==> config.mk <==
export PLATFORM = sky130hd
export DESIGN_NAME = coeff_bank
export DESIGN_NICKNAME = d
export VERILOG_FILES = /design/src/rtl/coeff_bank.sv
export SDC_FILE = /design/constraint.sdc
export NUM_CORES = 1
export LEC_CHECK = 0
export ABC_CLOCK_PERIOD_IN_PS = 3210
export CAP_MARGIN = 5
export CELL_PAD_IN_SITES_DETAIL_PLACEMENT = 0
export CELL_PAD_IN_SITES_GLOBAL_PLACEMENT = 1
export CORE_ASPECT_RATIO = 1.4
export CORE_UTILIZATION = 49
export CTS_CLUSTER_DIAMETER = 200
export CTS_CLUSTER_SIZE = 30
export DETAILED_ROUTE_END_ITERATION = 8
export PLACE_DENSITY_LB_ADDON = 0.1
export SETUP_SLACK_MARGIN = 0.4
export SYNTH_ARGS = -nofsm -noshare
export SYNTH_HDL_FRONTEND = slang
export SYNTH_SLANG_ARGS = --single-unit
==> constraint.sdc <==
create_clock -name clk -period 3.21 [get_ports clk]
set_input_delay 0.321 -clock clk [delete_from_list [all_inputs] [get_ports clk]]
set_output_delay 0.321 -clock clk [all_outputs]
set_load 0.03 [all_outputs]
==> src/rtl/coeff_bank.sv <==
// coeff_bank: multi-port coefficient store with a streamed valid/ready load port.
// Optional COEFF_BANK_CHECKSUM_EN adds a load_checksum output (sum of loaded words).
module coeff_bank #(
  parameter int DEPTH    = 24,
  parameter int WORDS    = 5,
  parameter int CHANNELS = 2,
  localparam int AW      = (WORDS > 1) ? $clog2(WORDS) : 1
) (
  input  logic                      clk,
  input  logic                      reset,
  input  logic                      load_start,
  input  logic                      load_valid,
  input  logic [DEPTH-1:0]          load_data,
  output logic                      load_ready,
  output logic                      load_done,
  output logic                      busy,
  input  logic [CHANNELS-1:0]       rd_en,
  input  logic [CHANNELS*AW-1:0]    rd_addr,
  output logic [CHANNELS*DEPTH-1:0] rd_data,
  output logic [CHANNELS-1:0]       rd_valid,
  output logic                      err_conflict,
  output logic                      err_range,
  output logic [1:0]                fsm_state
`ifdef COEFF_BANK_CHECKSUM_EN
  ,
  output logic [DEPTH-1:0]          load_checksum
`endif
);

  // Load handshake: a word transfers on a rising clk edge where load_valid and
  // load_ready are both high; load_ready is high exactly while in LOAD.
  typedef enum logic [1:0] {
    IDLE = 2'd0,
    LOAD = 2'd1,
    DONE = 2'd2
  } state_t;

  state_t            state;
  logic [AW-1:0]     ptr;
  logic [DEPTH-1:0]  mem [WORDS];

  assign fsm_state = state;

  always_ff @(posedge clk) begin
    if (reset) begin
      state      <= IDLE;
      ptr        <= '0;
      load_ready <= 1'b0;
      load_done  <= 1'b0;
      busy       <= 1'b0;
      for (int i = 0; i < WORDS; i++) mem[i] <= '0;
`ifdef COEFF_BANK_CHECKSUM_EN
      load_checksum <= '0;
`endif
    end else begin
      load_done <= 1'b0;
      case (state)
        IDLE: begin
          if (load_start) begin
            state      <= LOAD;
            ptr        <= '0;
            load_ready <= 1'b1;
            busy       <= 1'b1;
`ifdef COEFF_BANK_CHECKSUM_EN
            load_checksum <= '0;
`endif
          end
        end
        LOAD: begin
          if (load_valid && load_ready) begin
            mem[ptr] <= load_data;
            ptr      <= ptr + AW'(1);
`ifdef COEFF_BANK_CHECKSUM_EN
            load_checksum <= load_checksum + load_data;
`endif
            if (ptr == AW'(WORDS - 1)) begin
              state      <= DONE;
              load_ready <= 1'b0;
              load_done  <= 1'b1;
            end
          end
        end
        DONE: begin
          state <= IDLE;
          busy  <= 1'b0;
        end
        default: begin
          state      <= IDLE;
          load_ready <= 1'b0;
          busy       <= 1'b0;
        end
      endcase
    end
  end

  // Read ports: busy is the registered FSM flag, so a read in DONE still conflicts.
  always_ff @(posedge clk) begin
    if (reset) begin
      rd_data      <= '0;
      rd_valid     <= '0;
      err_conflict <= 1'b0;
      err_range    <= 1'b0;
    end else begin
      for (int c = 0; c < CHANNELS; c++) begin
        if (rd_en[c]) begin
          if (busy) begin
            rd_data[c*DEPTH +: DEPTH] <= '0;
            rd_valid[c]               <= 1'b0;
            err_conflict              <= 1'b1;
          end else if (32'(rd_addr[c*AW +: AW]) < WORDS) begin
            rd_data[c*DEPTH +: DEPTH] <= mem[rd_addr[c*AW +: AW]];
            rd_valid[c]               <= 1'b1;
          end else begin
            rd_data[c*DEPTH +: DEPTH] <= '0;
            rd_valid[c]               <= 1'b1;
            err_range                 <= 1'b1;
          end
        end else begin
          rd_valid[c] <= 1'b0;
        end
      end
    end
  end

endmodule

==> results of run 1 <==
[worst max-delay path by stage]
stage	start	to	slack (ps)	cells past startpoint
finish	load_ready$_SDFFE_PP0P_	mem[1][11]$_SDFFCE_PN0P_	1080	3
global route	fsm_state[0]$_SDFFE_PP0P_	mem[4][16]$_SDFFCE_PN0P_	890	3
CTS	load_ready$_SDFFE_PP0P_	mem[4][0]$_SDFFCE_PN0P_	1010	3
detailed placement	reset	mem[4][10]$_SDFFCE_PN0P_	620	4
global placement	reset	mem[4][16]$_SDFFCE_PN0P_	680	4
floorplan	load_ready$_SDFFE_PP0P_	mem[1][0]$_SDFFCE_PN0P_	1220	3
[synth_stat cells (2+ instances only)]
master,n
nand2b_1,19
a221o_1,31
dfxtp_1,60
nor2b_1,6
ha_1,2
buf_2,10
mux2_2,6
or2_2,16
buf_4,6
inv_1,5
a21oi_1,13
a32o_1,14
o21ai_0,3
a22oi_1,3
edfxtp_1,120
and2_1,151
nand3_1,2
clkbuf_1,20
a211oi_1,3
nor2_1,6
nor4_4,5
or2_0,4
nor3_1,4
mux4_2,41
mux4_1,4
buf_12,2
[critical path: stages (launching register included)]
cell,delay (ps)
dfxtp_1,450
nand4b_4,300
nor4_4,310
or2_2,670
[cells by family (layout without fill, tap and decap cells)]
logic type      Yosys count  count (layout)  synth area share, %
compound gates           69              69                 7.11
fa+ha+maj                 2               2                0.302
buf+inv                  45             147                 2.94
flops                   180             180                 58.0
mux                      51              51                 13.2
simple gates            227             227                 18.4
[power by group through the flow]
stage,clock network [W],registers [W],logic (W)
final,0.00200,0.00260,0.000480
after global routing,0.00213,0.00261,0.000510
after CTS,0.00203,0.00260,0.000487
after detailed placement,0,0.00265,0.000485
after global placement,0,0.00265,0.000480
after floorplan,0,0.00269,0.000239
[sequential cells by signal, summed over array words and instances, names as in the netlist]
signal        count
ptr               3
fsm_state         2
busy              1
load_ready        1
rd_valid          2
mem             120
load_done         1
err_conflict      1
err_range         1
rd_data          48
[final cells by class]
| type | count | area [µm²] | share of cell area, % |
|---|---|---|---|
| sequential | 180 | 4800 | 48.4 |
| clock buffer | 19 | 433 | 4.36 |
| multi-input combinational | 349 | 3240 | 32.7 |
| clock inverter | 13 | 133 | 1.34 |
| inverter | 6 | 22.5 | 0.227 |
| timing repair buffer | 109 | 1040 | 10.5 |
| tap | 199 | 249 | 2.51 |
[per-stage QoR]
stage / cell area, µm² / total power, W / worst slack (ps) / util, %
2_1_floorplan: 8290 / 0.00293 / 1220 / -
6_report: 9920 / 0.00509 / 1080 / 60.6
3_5_place_dp: 9360 / 0.00314 / 618 / 57.1
3_3_place_gp: 9360 / 0.00313 / 679 / 57.1
5_1_grt: 9920 / 0.00525 / 894 / 60.6
4_1_cts: 9920 / 0.00512 / 1010 / 60.6
[layer usage]
metal | global-route usage [%] | vias up
met5 | 0 | -
met3 | 4.97 | 20
met1 | 28.0 | 2600
met2 | 44.9 | 184
met4 | 7.46 | 0
li1 | - | 2353
==> impl_metrics.csv, run 1 <==
group,metric,value,unit
worst_setup_path,crit_required,3260,ps
drt,dr_wl_met2,10700,µm
cts,cts_hold_repair.buffers,0,
worst_setup_path,r2r_slack,1080,ps
cts,cts_root_buffer,"clkbuf_16",
cts,htree_num_levels,4,
sta,min_period,2130,ps
worst_setup_path,cp-start-kind,"flip-flop",
sta,clock_skew,10.7,ps
cts,cts_tree,"done",
die,pin_count,93,
yosys,synth_area_per_cell,14.4,µm²
pwr,ir_drop,0.362,mV
cts,clk_pin_slew_worst_paths,70,ps
worst_hold_path,whs_endpoint,"rd_data[17]$_SDFFE_PP0P_",
worst_hold_path,worstHoldPathCells,1,
pwr,comb_power_share,9.4,%
die,die_x,112,µm
layout,final_common_cell,"and2_1",
pwr,clock_power_share,39.4,%
layout,areaGrowthSynthToFinish,19.7,%
sta,worst_pin_slew,966,ps
yosys,synthCells,574,
outcome,violations,"DRC",
layout,num_antenna_cells,0,
placement,port_buffers,92,
global_route,antenna_found_initial,0,
die,fp-row-count,55,
pwr,intPower,0.00392,W
drt,totalWireLength,19900,µm
yosys,synth_top_area_share,43.5,%
global_route,grt_remaining_overflow,0,
worst_setup_path,end_kind,"flip-flop",
drt,num_vias,5157,
drt,wl_per_cell,22.8,µm
global_route,grt_max_degree,38,
yosys,synth.cell_area,8290,µm²
cts,worstSkewPairLatency,430,ps
job,drv_cap,0,
die,start_util,50.6,%
pwr,p_seq_share,51.2,%
yosys,synthArstFlopShare,0,%
drt,topRoutingLayerUsed,"met4",
cts,cts_resized,0,
sta,drv_slew,0,
drt,remaining_drc_errors,5,
placement,dp_hpwl,12500,µm
sta,rsz0062_at_grt,"no",
outcome,status,"complete, but fails checks",
worst_setup_path,reg2reg_from,"load_ready$_SDFFE_PP0P_",
yosys,netlist_top_cells_area,"edfxtp_1 43%, dfxtp_1 14%, and2_1 11%, mux4_2 11%, a221o_1 3.7%",
worst_setup_path,reg2regPathDepth,3,
layout,fin_cells,875,
layout,drive_gt1_share,18.3,%
layout,n_fill_cell,1306,
yosys,synth-seq-cells,180,
sta,fin_crit_sh,66.2,%
global_route,track_usage,24.2,%
drt,drt_first_pass_iters,7,
cts,clock-sinks,180,
layout,fin_nets,701,
worst_hold_path,min-delay-start,"rd_data[17]$_SDFFE_PP0P_",
yosys,yosysSeqAreaShare,58.0,%
yosys,ys.flop_type,"edfxtp_1",
die,die_area,17400,µm²
yosys,synth_top_cell_by_area,"edfxtp_1",
yosys,synth_edf_count,120,
yosys,syn_nets,612,
cts,postCtsSetupBuffers,0,
die,die-height,156,µm
pwr,switching_share,23.0,%
sta,setup_viol,0,
pwr,p_per_area,513,nW/µm²
global_route,grt_pass1_wl,30400,µm
sta,setup_tns,0,ps
cts,clock_path_buffers,2,
placement,routabilityCongestion,0.773,
yosys,synth_warnings,0,
die,core,16400,µm²
drt,vias_per_cell,5.89,
sta,fmax,470,MHz
drt,wl_met3,1160,µm
sta,timing.hold.ws,463,ps
worst_setup_path,cp_max_fo,24,
sta,finalHoldViolCount,0,
worst_setup_path,crit_type,"reg -> reg",
pwr,p_sw,0.00117,W
global_route,grt_pass1_vias,5270,
cts,numCtsBuffers,17,
yosys,ys_types,44,
placement,dp_cells,843,
layout,final_cell_mix,"151 x and2_1, 120 x edfxtp_1, 90 x clkdlybuf4s50_1",
worst_setup_path,worstReg2RegEnd,"mem[1][11]$_SDFFCE_PN0P_",
worst_setup_path,cp.arrival,2180,ps
sta,relSlewSlack,35.6,%
worst_hold_path,hold_class,"reg -> reg",
drt,drt.antenna.violating_nets,0,
drt,drt_iter0_markers,307,
pwr,leakage,3.60,nW
drt,wl_met1,7770,µm
No activity file was read; power rests on OpenSTA's default activity.
==> run 2: changes to the inputs <==
--- a/config.mk
+++ b/config.mk
@@ -5,12 +5,12 @@
 export SDC_FILE = /design/constraint.sdc
 export NUM_CORES = 1
 export LEC_CHECK = 0
-export ABC_CLOCK_PERIOD_IN_PS = 3210
+export ABC_CLOCK_PERIOD_IN_PS = 1760
 export CAP_MARGIN = 5
 export CELL_PAD_IN_SITES_DETAIL_PLACEMENT = 0
 export CELL_PAD_IN_SITES_GLOBAL_PLACEMENT = 1
 export CORE_ASPECT_RATIO = 1.4
-export CORE_UTILIZATION = 49
+export CORE_UTILIZATION = 41
 export CTS_CLUSTER_DIAMETER = 200
 export CTS_CLUSTER_SIZE = 30
 export DETAILED_ROUTE_END_ITERATION = 8
==> constraint.sdc (replaced) <==
create_clock -name clk -period 1.76 [get_ports clk]
set_input_delay 0.176 -clock clk [delete_from_list [all_inputs] [get_ports clk]]
set_output_delay 0.176 -clock clk [all_outputs]
set_load 0.03 [all_outputs]
==> run 2 against run 1 <==
  * Final area increased by 18%
  * Fmax increased by 27%
  * Sequential power increased by 82%
  * Final cell count increased by 17%
  * Worst hold slack got worse by 37 ps
  * The flow now finishes without violations
  * Flip-flop and latch count unchanged
  * Largest power group unchanged
  * First-iteration DRC count increased by 38%
  * Power increased by 94%
  * Die area increased by 19%
  * Via count increased by 12%
  * Setup slack got worse by 990 ps
==> impl_metrics.csv, run 2 (same netlist as run 1, synthesis figures left out) <==
group,metric,value,unit
sta,worst_pin_slew,511,ps
worst_setup_path,crit_buf_inv,2,
layout,drive_gt1_share,40.5,%
drt,remaining_drc_errors,0,
worst_setup_path,crit_required,1900,ps
drt,wl_per_cell,25.6,µm
pwr,clock_power_share,40.2,%
sta,drv_slew,0,
layout,top_regs,"mem x120, rd_data x48, ptr x3",
sta,clock_skew,10.7,ps
pwr,p_sw,0.00240,W
die,die_area,20800,µm²
worst_setup_path,crit_type,"reg -> reg",
job,drv_cap,0,
die,core,19800,µm²
die,pin_count,93,
worst_setup_path,end_kind,"flip-flop",
worst_setup_path,cp.arrival,1810,ps
worst_setup_path,crit_chain,"nand4b_4 -> buf_12 -> nor4_4 -> or2_4 -> buf_12",
placement,dp_cells,938,
sta,rsz0062_at_grt,"yes",
worst_hold_path,hold_class,"in -> reg",
cts,numCtsBuffers,17,
pwr,leakage,4.51,nW
layout,final_common_cell,"edfxtp_1",
placement,dp_hpwl,15000,µm
global_route,grt_max_degree,25,
layout,fin_cells,1027,
pwr,switching_share,24.2,%
sta,timing.hold.ws,426,ps
drt,drt_iter0_markers,423,
drt,totalWireLength,26300,µm
placement,routabilityCongestion,0.794,
drt,drt.antenna.violating_nets,0,
die,die-height,170,µm
layout,final_cell_mix,"120 x edfxtp_1, 110 x and2_1, 54 x buf_4",
global_route,track_usage,26.0,%
layout,postLayoutCoreUtil,59.0,%
layout,regMostFlops,"mem",
pwr,p_per_area,845,nW/µm²
worst_setup_path,cp_max_fo,13,
global_route,grt_pass1_wl,37600,µm
layout,num_antenna_cells,0,
worst_setup_path,cp-start-kind,"flip-flop",
global_route,grt_remaining_overflow,0,
cts,cts_root_buffer,"clkbuf_16",
drt,vias_per_cell,5.60,
die,fp-row-count,61,
worst_setup_path,critPathSlowestCell,"dfxtp_4",
cts,clock_path_buffers,2,
global_route,grt_pass1_vias,6152,
outcome,status,"complete, no violations",
cts,clock-sinks,180,
cts,clk_pin_slew_worst_paths,70,ps
cts,worstSkewPairLatency,440,ps
sta,min_period,1670,ps
drt,drt_first_pass_iters,4,
layout,fin_nets,800,
sta,fmax,600,MHz
sta,relSlewSlack,65.9,%
drt,num_vias,5752,
pwr,p_seq_share,47.9,%
cts,htree_num_levels,4,
global_route,antenna_found_initial,1,
pwr,ir_drop,0.698,mV
cts,cts_hold_repair.buffers,0,
layout,largest_reg_flops,120,
worst_setup_path,slowest_delay,340,ps
die,start_util,41.8,%
die,die_x,122,µm
pwr,comb_power_share,11.9,%
placement,port_buffers,92,
pwr,intPower,0.00749,W
layout,areaGrowthSynthToFinish,41.2,%
sta,setup_viol,0,
worst_setup_path,crit_top_cell,"buf_12",
worst_setup_path,critPathTopFamily,"simple AND/OR/NAND/NOR gates",
sta,finalHoldViolCount,0,
cts,cts_tree,"done",
sta,fin_crit_sh,94.8,%
-- run 2: timing repair --
| item | 4_1_cts | 5_1_grt |
|---|---|---|
| setup endpoints to repair | 344 | 323 |
| setup buffers | 26 | 13 |
| pin swaps | 28 | 10 |
| cloned | 11 | 7 |
| gates resized for setup | 151 | 89 |
-- run 2: area by class of cell --
cell class	instances	area [µm²]
Clock buffer	18	429
Clock inverter	14	174
Fill cell	1606	8140
Inverter	6	22.5
Multi-Input combinational cell	349	3410
Sequential cell	180	4830
Tap cell	252	315
Timing Repair Buffer	208	2520
-- run 2: worst register-to-register path, delay by kind of cell, from the launching register on --
kind	cells	cell delay, ps
buf+inv	2	360
simple gates	3	670
flops	1	340
-- run 2: final timing paths --
check | start | to | slack, ps | cells past startpoint
worst min-delay path | rd_en[1] | rd_valid[1]$_SDFF_PP0_ | 430 | 2
worst max register to register | fsm_state[1]$_SDFFE_PP0P_ | mem[4][13]$_SDFFCE_PN0P_ | 90 | 5
worst min register to register | rd_data[19]$_SDFFE_PP0P_ | rd_data[19]$_SDFFE_PP0P_ | 470 | 1
worst max-delay path | fsm_state[1]$_SDFFE_PP0P_ | mem[4][13]$_SDFFCE_PN0P_ | 90 | 5
-- run 2: metal layers --
metal | up-vias | routed length (µm) | global-route usage [%]
li1 | 2558 | - | -
met1 | 2939 | 9790 | 29.6
met2 | 206 | 14300 | 48.6
met3 | 49 | 1280 | 3.75
met4 | 0 | 914 | 9.12
met5 | - | 0 | 0
-- run 2: through the flow --
stage / instance area (µm²) / power [W] / worst slack (ps) / setup TNS (ps)
2_1_floorplan: 8370 / 0.00536 / 175 / 0
3_3_place_gp: 10100 / 0.00588 / -433 / -59870
3_5_place_dp: 10100 / 0.00590 / -421 / -64220
4_1_cts: 11300 / 0.00987 / 147 / 0
5_1_grt: 11700 / 0.0102 / 31.1 / 0
6_report: 11700 / 0.00989 / 92.4 / 0
-- run 2: power by group through the flow --
| stage | Clock, W | Combinational [W] | Sequential, W |
|---|---|---|---|
| 2_1_floorplan | 0 | 0.000451 | 0.00491 |
| 3_3_place_gp | 0 | 0.00106 | 0.00482 |
| 3_5_place_dp | 0 | 0.00107 | 0.00483 |
| 4_1_cts | 0.00400 | 0.00113 | 0.00474 |
| 5_1_grt | 0.00418 | 0.00124 | 0.00475 |
| 6_report | 0.00398 | 0.00118 | 0.00474 |
